**src/rtl/fifo_arb_pkg.sv**
```systemverilog
// Shared types and helpers for the FIFO port arbiters (write side now, read side later).
package fifo_arb_pkg;

    typedef enum logic [0:0] {
        ARB_IDLE,
        ARB_BURST
    } arb_state_t;

    // Modulo-num_req increment used for round-robin pointer wrap.
    function automatic int unsigned rr_next(input int unsigned idx, input int unsigned num_req);
        return (idx + 1 >= num_req) ? 0 : idx + 1;
    endfunction

endpackage

```
**src/rtl/fifo_wr_arbiter_rr_picker.sv**
```systemverilog
// Combinational round-robin picker: finds the first set request at or after rr_ptr,
// scanning upward and wrapping at NUM_REQ.
module rr_picker
    import fifo_arb_pkg::*;
#(
    parameter int NUM_REQ = 4,
    parameter int IDX_W   = $clog2(NUM_REQ)
) (
    input  logic [NUM_REQ-1:0] req_valid,
    input  logic [IDX_W-1:0]   rr_ptr,
    output logic               found,
    output logic [IDX_W-1:0]   pick_idx
);

    always_comb begin
        logic [IDX_W-1:0] cand;
        found    = 1'b0;
        pick_idx = '0;
        cand     = rr_ptr;
        for (int off = 0; off < NUM_REQ; off++) begin
            if (!found && req_valid[cand]) begin
                found    = 1'b1;
                pick_idx = cand;
            end
            cand = IDX_W'(rr_next(32'(cand), NUM_REQ));
        end
    end

endmodule

```
**src/rtl/fifo_wr_arbiter.sv**
```systemverilog
// Round-robin arbiter sharing one FIFO write port among NUM_REQ valid/ready producers.
// A grant lasts up to MAX_BURST beats or until the producer flags its last beat.
module fifo_wr_arbiter
    import fifo_arb_pkg::*;
#(
    parameter int NUM_REQ    = 4,
    parameter int FIFO_WIDTH = 16,
    parameter int MAX_BURST  = 4,
    parameter int IDX_W      = $clog2(NUM_REQ)
) (
    input  logic                          clk,
    input  logic                          rst,
    input  logic [NUM_REQ-1:0]            req_valid,
    input  logic [NUM_REQ-1:0]            req_last,
    input  logic [NUM_REQ*FIFO_WIDTH-1:0] req_data,
    output logic [NUM_REQ-1:0]            req_ready,
    input  logic                          fifo_full,
    output logic                          fifo_wr_en,
    output logic [FIFO_WIDTH-1:0]         fifo_data_in,
    output logic                          grant_valid,
    output logic [IDX_W-1:0]              grant_id
);

    localparam int CNT_W = $clog2(MAX_BURST) + 1;

    arb_state_t       state;
    arb_state_t       next_state;
    logic [IDX_W-1:0] rr_ptr;
    logic [CNT_W-1:0] beat_cnt;

    logic             found;
    logic [IDX_W-1:0] pick_idx;
    logic             xfer;
    logic             burst_end;

    rr_picker #(
        .NUM_REQ (NUM_REQ),
        .IDX_W   (IDX_W)
    ) u_rr_picker (
        .req_valid (req_valid),
        .rr_ptr    (rr_ptr),
        .found     (found),
        .pick_idx  (pick_idx)
    );

    // A beat moves only when the granted producer is valid and the FIFO has room;
    // last and the burst limit landing together still form a single burst end.
    assign xfer      = (state == ARB_BURST) && req_valid[grant_id] && !fifo_full;
    assign burst_end = xfer && (req_last[grant_id] || (beat_cnt == CNT_W'(MAX_BURST - 1)));

    always_ff @(posedge clk) begin
        if (rst) begin
            state <= ARB_IDLE;
        end else begin
            state <= next_state;
        end
    end

    always_comb begin
        next_state = state;
        case (state)
            ARB_IDLE:  if (found)     next_state = ARB_BURST;
            ARB_BURST: if (burst_end) next_state = ARB_IDLE;
            default:                  next_state = ARB_IDLE;
        endcase
    end

    always_ff @(posedge clk) begin
        if (rst) begin
            rr_ptr   <= '0;
            grant_id <= '0;
            beat_cnt <= '0;
        end else if (state == ARB_IDLE) begin
            if (found) begin
                grant_id <= pick_idx;
                beat_cnt <= '0;
            end
        end else if (xfer) begin
            beat_cnt <= beat_cnt + CNT_W'(1);
            if (burst_end) begin
                rr_ptr <= IDX_W'(rr_next(32'(grant_id), NUM_REQ));
            end
        end
    end

    always_comb begin
        fifo_wr_en   = 1'b0;
        req_ready    = '0;
        fifo_data_in = '0;
        grant_valid  = (state == ARB_BURST);
        if (state == ARB_BURST) begin
            fifo_wr_en          = xfer;
            req_ready[grant_id] = xfer;
            fifo_data_in        = req_data[32'(grant_id)*FIFO_WIDTH +: FIFO_WIDTH];
        end
    end

endmodule

```
**config.mk**
```make
export PLATFORM = sky130hd
export DESIGN_NAME = fifo_wr_arbiter
export DESIGN_NICKNAME = d
export VERILOG_FILES = /design/src/rtl/fifo_arb_pkg.sv /design/src/rtl/fifo_wr_arbiter_rr_picker.sv /design/src/rtl/fifo_wr_arbiter.sv
export SDC_FILE = /design/constraint.sdc
export NUM_CORES = 1
export LEC_CHECK = 0
export BUFFER_PORTS_ARGS = -buffer_cell sky130_fd_sc_hd__clkbuf_2
export CAP_MARGIN = 20
export CORE_MARGIN = 5
export CORE_UTILIZATION = 30
export DETAILED_ROUTE_END_ITERATION = 12
export PLACE_DENSITY_LB_ADDON = 0.3
export SYNTH_ARGS = -nofsm -noshare
export SYNTH_HDL_FRONTEND = slang
export SYNTH_SLANG_ARGS = --single-unit
```
**constraint.sdc**
```tcl
create_clock -name clk -period 4.2 [get_ports clk]
set_input_delay 0.21 -clock clk [delete_from_list [all_inputs] [get_ports clk]]
set_output_delay 0.21 -clock clk [all_outputs]
set_load 0.01 [all_outputs]
```
==> results.tsv, run 1 <==
stage	metric	value	unit
outcome	status	finished, final reports clean	
yosys	Post-Syn Instances	147	
clock_network	Max clock buf depth	2	
sta	RSZ-0062 raised after global routing	no	
pwr	Leakage	0.0008999	µW
die	Die ar.	6291	µm²
pwr	Max rail drop VDD	0.08621	mV
layout	Layout Area Growth over Synthesis	35.76	%
routing	drt pass-1 iters	4	
sta	Rel. slew slack	0.3921	
die	Die Span Y	79.32	µm
clock_network	setup bufs post-CTS	0	
yosys	YS warnings	0	
critical_path	CP cell instances	ha_1 > mux4_2 > o221ai_1 > a22oi_1 > o311ai_2	
sta	final setup violating endpoints	0	
clock_network	H-tree depth	1	
sta	Final Max Slew Viols	0	
clock_network	CTS Buf Count	3	
routing	initial DRC count	29	
sta	Final Cycle Share	0.6268	
clock_network	# resized after CTS	0	
yosys	Mapped Area	1441	µm²
layout	utilization after layout	0.4171	
global_routing	GRT Util Overall	0.1343	
place	final estimated routing congestion in global placement	0.8281	
pwr	Pwr Total	455.9	µW
sta	Min Clock Period, post-route	2.633	ns
clock_network	cts hold-fix bufs	0	
die	I/O pin cnt	99	
min_path	hold crit path type	input pin to flip-flop	
layout	Final Cell Area	1957	µm²
sta	worst hold slack	0.2843	ns
sta	final hold vios	0	
critical_path	crit-path max cell delay	0.78	ns
routing	post-route ant nets	0	
pwr	Cell Pwr Density	233.0	nW/µm²
die	Core ar.	4692	µm²
routing	vias after detailed routing	1523	
routing	WL final	4.406	mm
clock_network	CTS tree	done	
die	Placement Rows	25	
global_routing	total grt overflow	0	
yosys	synthesized flop and latch total	8	
critical_path	Worst setup EP type	flip-flop	
clock_network	clock root cell	clkbuf_8	
sta	Worst Clk Skew	0.0007454	ns
global_routing	vias in the first global route	1449	
sta	Slew @ Worst Pin	0.9107	ns
critical_path	CP required	4.33	ns
critical_path	WS Path Type	flip-flop to flip-flop	
place	port bufs	98	
place	Area after DPL	1916	µm²
global_routing	initial antenna violation count	0	
clock_network	Worst-Skew Late Latency	0.23	ns
critical_path	CP arrival	2.77	ns
run	max_cap viols	0	
sta	Setup TNS	0	ns
die	Initial Util	0.3072	
global_routing	largest net degree at the start of global routing	26	
sta	Highest Clock Rate	379.8	MHz
layout	layout cells sized above 1	0.5574	
critical_path	worst-path maximum fanout	25	
layout	n_diodes	0	
clock_network	CTS Sinks	8	
yosys	post-synthesis cell type count	42	
routing	# DRC	0	
critical_path	slowest CP cell	dfxtp_1	
die	die width	79.32	µm
routing	routed vias/inst	5.270	
yosys	syn_nets	229	
yosys	Avg Inst Size Synth	9.805	µm²
layout	Final #Nets	319	
critical_path	Critical Path Start Type	flip-flop	
routing	WL per Instance	15.25	µm
global_routing	first-pass GRT wire length	6.879	mm
place	DP HPWL	3.644	mm
yosys	sequential area share after synthesis	0.1111	
clock_network	clk slew on worst S/H paths	0.04	ns
## cell usage after synthesis, drive strengths merged
cell,n,area (µm²)
o211ai,2,25.02
o311ai,1,16.27
nand4b,4,35.03
a211oi,1,7.510
nand2,7,26.28
dfxtp,8,160.2
nor3b,2,15.01
nor2,9,38.79
nand2b,2,12.51
mux4,19,431.7
a22oi,1,7.510
o211a,2,20.02
xnor2,1,8.760
a21oi,6,30.03
nor4,1,6.260
ha,7,87.58
clkbuf,3,11.26
nand4,1,6.260
and4b,2,20.02
inv,7,26.28
o21ai,8,43.79
and3b,1,8.760
a31oi,4,25.02
a221oi,2,23.77
and2,21,133.9
a211o,1,8.760
o2111ai,1,8.760
mux2,2,22.52
o221ai,1,8.760
or3,3,18.77
mux2i,5,50.05
buf,11,80.07
nor3,1,16.27
## path summary, 6_finish.rpt
kind	from	slack, ns	endpoint	cells past startpoint
hold reg to reg	beat_cnt[1]	0.50	beat_cnt[1]	2
setup / recovery	rr_ptr[0]	1.57	grant_id[0]	5
setup reg to reg	rr_ptr[0]	1.57	grant_id[0]	5
hold / removal	rst	0.28	grant_id[1]	2
## metrics by stage
stage               std cells  worst slack, ns
finish                    289            1.567
global route              289            1.414
CTS                       289            1.577
detailed placement        286            1.601
global placement          286            1.639
floorplan                 147            2.324
## metal layers
layer	global-route usage	wire, µm
met1	0.1706	1864
met2	0.2290	2067
met3	0.02608	418
met4	0.04124	55
met5	0	0
## registers in the layout, summed over array words and instances, names as in the netlist
register     count
beat_cnt         3
grant_id         2
grant_valid      1
rr_ptr           2
## layout make-up
class	instances	area (µm²)
fillers	479	2735
multi-input cells	118	1164
repair buffers	99	498.0
flip-flops and latches	8	160.2
well taps	54	67.56
clock buffers	3	41.29
inverters	7	26.28
## placed cells by master (no fill, tap or decap), types with 3 or more instances in the layout
master	n
nand4b_1	4
clkbuf_2	98
and2_1	20
nand2_1	7
mux2i_1	5
a21oi_1	6
o21ai_0	6
nor2_1	7
or3_1	3
inv_1	7
dfxtp_1	8
a31oi_1	4
ha_1	7
clkbuf_8	3
mux4_2	18
## worst max-delay path: cells and delay by family (launching register included)
kind	cells	cell delay [ns]
AO/OA/AOI/OAI	3	0.58
adder cells (fa/ha/maj)	1	0.56
flip-flops	1	0.78
multiplexers	1	0.63
## logic make-up (layout without fill, tap and decap cells)
group / after synthesis / after routing / share of synthesized area
compound gates: 30 / 30 / 0.1563
fa+ha+maj: 7 / 7 / 0.06076
flops: 8 / 8 / 0.1111
xor+xnor: 1 / 1 / 0.006077
buf+inv: 21 / 109 / 0.08160
mux: 26 / 26 / 0.3498
simple gates: 54 / 54 / 0.2344
## where the power goes
group	leakage, µW	switching (µW)	total, µW	internal, µW
sequential	0.0000653	30.8	113	82.2
clock	0.0000216	31.7	93.9	62.2
combinational	0.000813	108	249	141
total	0.000900	170	456	286
(Power assumes the default switching activity.)
==> inputs of run 2 (changes only) <==
- ABC_AREA: not set -> 1
- clock period: 4.2 -> 2.26 ns (I/O delays scaled with it)
==> run 2 against run 1 <==
Against the previous run:
- cell count is 36% higher
- global-route usage increased by 2.7 points
- routed wire length is 14% higher
- clock power rose by 79%
- sequential power grew 50%
- clock skew about the same
- worst setup slack worse by 1.1 ns
- count of clock-buffer cells in the layout is the same
- critical path depth is 3 higher
- non-clock buffer count rose by 3
- synthesized cell count up 69%
- die area fell by 5.8%
- critical path type is now flip-flop to primary output
- highest routed layer unchanged
==> results.tsv, run 2 <==
stage	metric	value	unit
yosys	YS warnings	0	
global_routing	GR peak layer	met2	
layout	Fillers	502	
global_routing	M1 GR Usage	0.2110	
yosys	Yosys top cell area share	0.2175	
clock_network	clk slew on worst S/H paths	0.04	ns
yosys	Post-synth EDFFs	0	
clock_network	Max clock buf depth	2	
global_routing	initial antenna violation count	0	
critical_path	CP required	2.15	ns
yosys	top_reg_cell synth	dfxtp_1	
clock_network	CTS Buf Count	3	
clock_network	CTS Sinks	8	
layout	Top reg by flops	beat_cnt	
die	Placement Rows	24	
layout	most common library cell in the layout ignoring fill and taps	clkbuf_2	
yosys	Mapped Area	1346	µm²
sta	Min Clock Period, post-route	1.821	ns
layout	Layout Area Growth over Synthesis	42.57	%
sta	final setup violating endpoints	0	
global_routing	met2 Use GR	0.2657	
global_routing	first-pass GRT wire length	8.183	mm
yosys	count leader, synth	nor2_1	
critical_path	Critical Path Start Type	flip-flop	
critical_path	CP cell instances	inv_2 > nand2_1 > nand3_1 > nand2_1 > a31oi_4 > inv_2 > nor2_1 > clkbuf_2	
routing	initial DRC count	88	
clock_network	clock root cell	clkbuf_8	
clock_network	CTS tree	done	
pwr	Leakage	0.001057	µW
die	Initial Util	0.3092	
yosys	Avg Inst Size Synth	5.407	µm²
die	die width	76.99	µm
pwr	Max rail drop VDD	0.2707	mV
routing	post-route ant nets	0	
layout	biggest regs	beat_cnt: 3 flops, grant_id: 2 flops, rr_ptr: 2 flops	
layout	commonest cells after routing, fill and taps aside	clkbuf_2, nor2_1, o21ai_0	
global_routing	GRT Util Overall	0.1618	
die	Core ar.	4354	µm²
layout	n_diodes	0	
run	max_cap viols	0	
routing	# DRC	0	
routing	WL final	5.006	mm
pwr	Cell Pwr Density	505.9	nW/µm²
sta	Slew @ Worst Pin	0.3842	ns
place	Post-Place Cells	391	
clock_network	cts hold-fix bufs	0	
sta	Final Cycle Share	0.8057	
critical_path	worst-path maximum fanout	23	
critical_path	CP arrival	1.71	ns
yosys	cell taking the most area after synthesis	nor2_1	
sta	Worst Clk Skew	0.001114	ns
critical_path	crit-path max cell delay	0.36	ns
die	Die ar.	5927	µm²
place	port bufs	98	
global_routing	vias in the first global route	1724	
layout	Non-Filler Instances	394	
critical_path	Worst setup EP type	primary output	
min_path	hold crit path type	input pin to flip-flop	
critical_path	slowest CP cell	dfxtp_1	
routing	drt pass-1 iters	4	
layout	layout cells sized above 1	0.3713	
yosys	Post-Syn Instances	249	
global_routing	total grt overflow	0	
clock_network	# resized after CTS	0	
yosys	syn_nets	331	
sta	Highest Clock Rate	549.2	MHz
sta	Rel. slew slack	0.7435	
die	Die Span Y	76.99	µm
sta	Final Max Slew Viols	0	
sta	final hold vios	0	
clock_network	H-tree depth	1	
yosys	sequential area share after synthesis	0.1190	
outcome	status	finished, final reports clean	
critical_path	WS Path Type	flip-flop to primary output	
place	final estimated routing congestion in global placement	0.8171	
layout	max reg flops	3	
yosys	Synth top cells by count	nor2_1, o21ai_0, nand2_1, a21oi_1, inv_1	
clock_network	Worst-Skew Late Latency	0.23	ns
routing	vias after detailed routing	1869	
layout	register area	160.2	µm²
layout	Final #Nets	426	
layout	area of the multi-input gates	1057	µm²
global_routing	grt met3 use	0.03981	
sta	RSZ-0062 raised after global routing	no	
yosys	synthesized flop and latch total	8	
yosys	asr flop ratio synth	0	
yosys	ranking of synthesized cells by area	nor2_1, o21ai_0, dfxtp_1	
routing	routed vias/inst	4.744	
routing	WL per Instance	12.71	µm
place	DP HPWL	4.024	mm
sta	Setup TNS	0	ns
die	I/O pin cnt	99	
global_routing	largest net degree at the start of global routing	26	
clock_network	setup bufs post-CTS	0	
yosys	post-synthesis cell type count	22	
[run 2: power breakdown]
| group | leakage (µW) | internal (µW) | switching, µW |
|---|---|---|---|
| Sequential | 0.0000654 | 155 | 14.4 |
| Combinational | 0.000970 | 240 | 393 |
| Clock | 0.0000216 | 115 | 52.7 |
| Total | 0.00106 | 511 | 460 |
[run 2: through the flow]
step | total power, µW | setup slack [ns] | hold WS (ns) | instance area [µm²] | utilization
2_1_floorplan | 602.2 | 0.6137 | 0.1821 | 1346 | -
3_3_place_gp | 805.3 | 0.4843 | 0.3561 | 1878 | 0.4313
3_5_place_dp | 807.6 | 0.4406 | 0.3583 | 1878 | 0.4313
4_1_cts | 982.1 | 0.4219 | 0.1171 | 1919 | 0.4408
5_1_grt | 1072 | 0.2148 | 0.1276 | 1919 | 0.4408
6_report | 971.1 | 0.4390 | 0.1218 | 1919 | 0.4408
[run 2: final timing paths]
| kind | depth (start not counted) | to | startpoint | slack (ns) |
|---|---|---|---|---|
| min | 2 | beat_cnt[1] | rst | 0.12 |
| min reg2reg | 1 | beat_cnt[0] | beat_cnt[0] | 0.46 |
| max reg2reg | 9 | beat_cnt[1] | rr_ptr[0] | 0.44 |
| max | 8 | req_ready[1] | grant_id[0] | 0.44 |
[run 2: metal layers]
metal / share of wire / vias up
li1: - / 993
met1: 0.45 / 792
met2: 0.46 / 76
met3: 0.085 / 8
met4: 0.011 / 0
met5: 0 / -
[run 2: critical path, delay by kind of cell, from the launching register on]
kind | cells | cell delay (ns)
buffers and inverters | 3 | 0.52
AO/OA/AOI/OAI | 1 | 0.24
flip-flops | 1 | 0.36
AND/OR/NAND/NOR | 4 | 0.36
[run 2: cell families after synthesis]
group / Yosys count / synth area share
compound gates: 66 / 0.2658
buf+inv: 32 / 0.09571
simple gates: 136 / 0.4545
fa+ha+maj: 7 / 0.06505
flops: 8 / 0.1190
[run 2: cell type report]
type / count / share of cell area
Multi-Input combinational cell: 209 / 0.5508
Timing Repair Buffer: 102 / 0.2712
Sequential cell: 8 / 0.08344
Inverter: 20 / 0.03911
Tap cell: 52 / 0.03390
Clock buffer: 3 / 0.02151
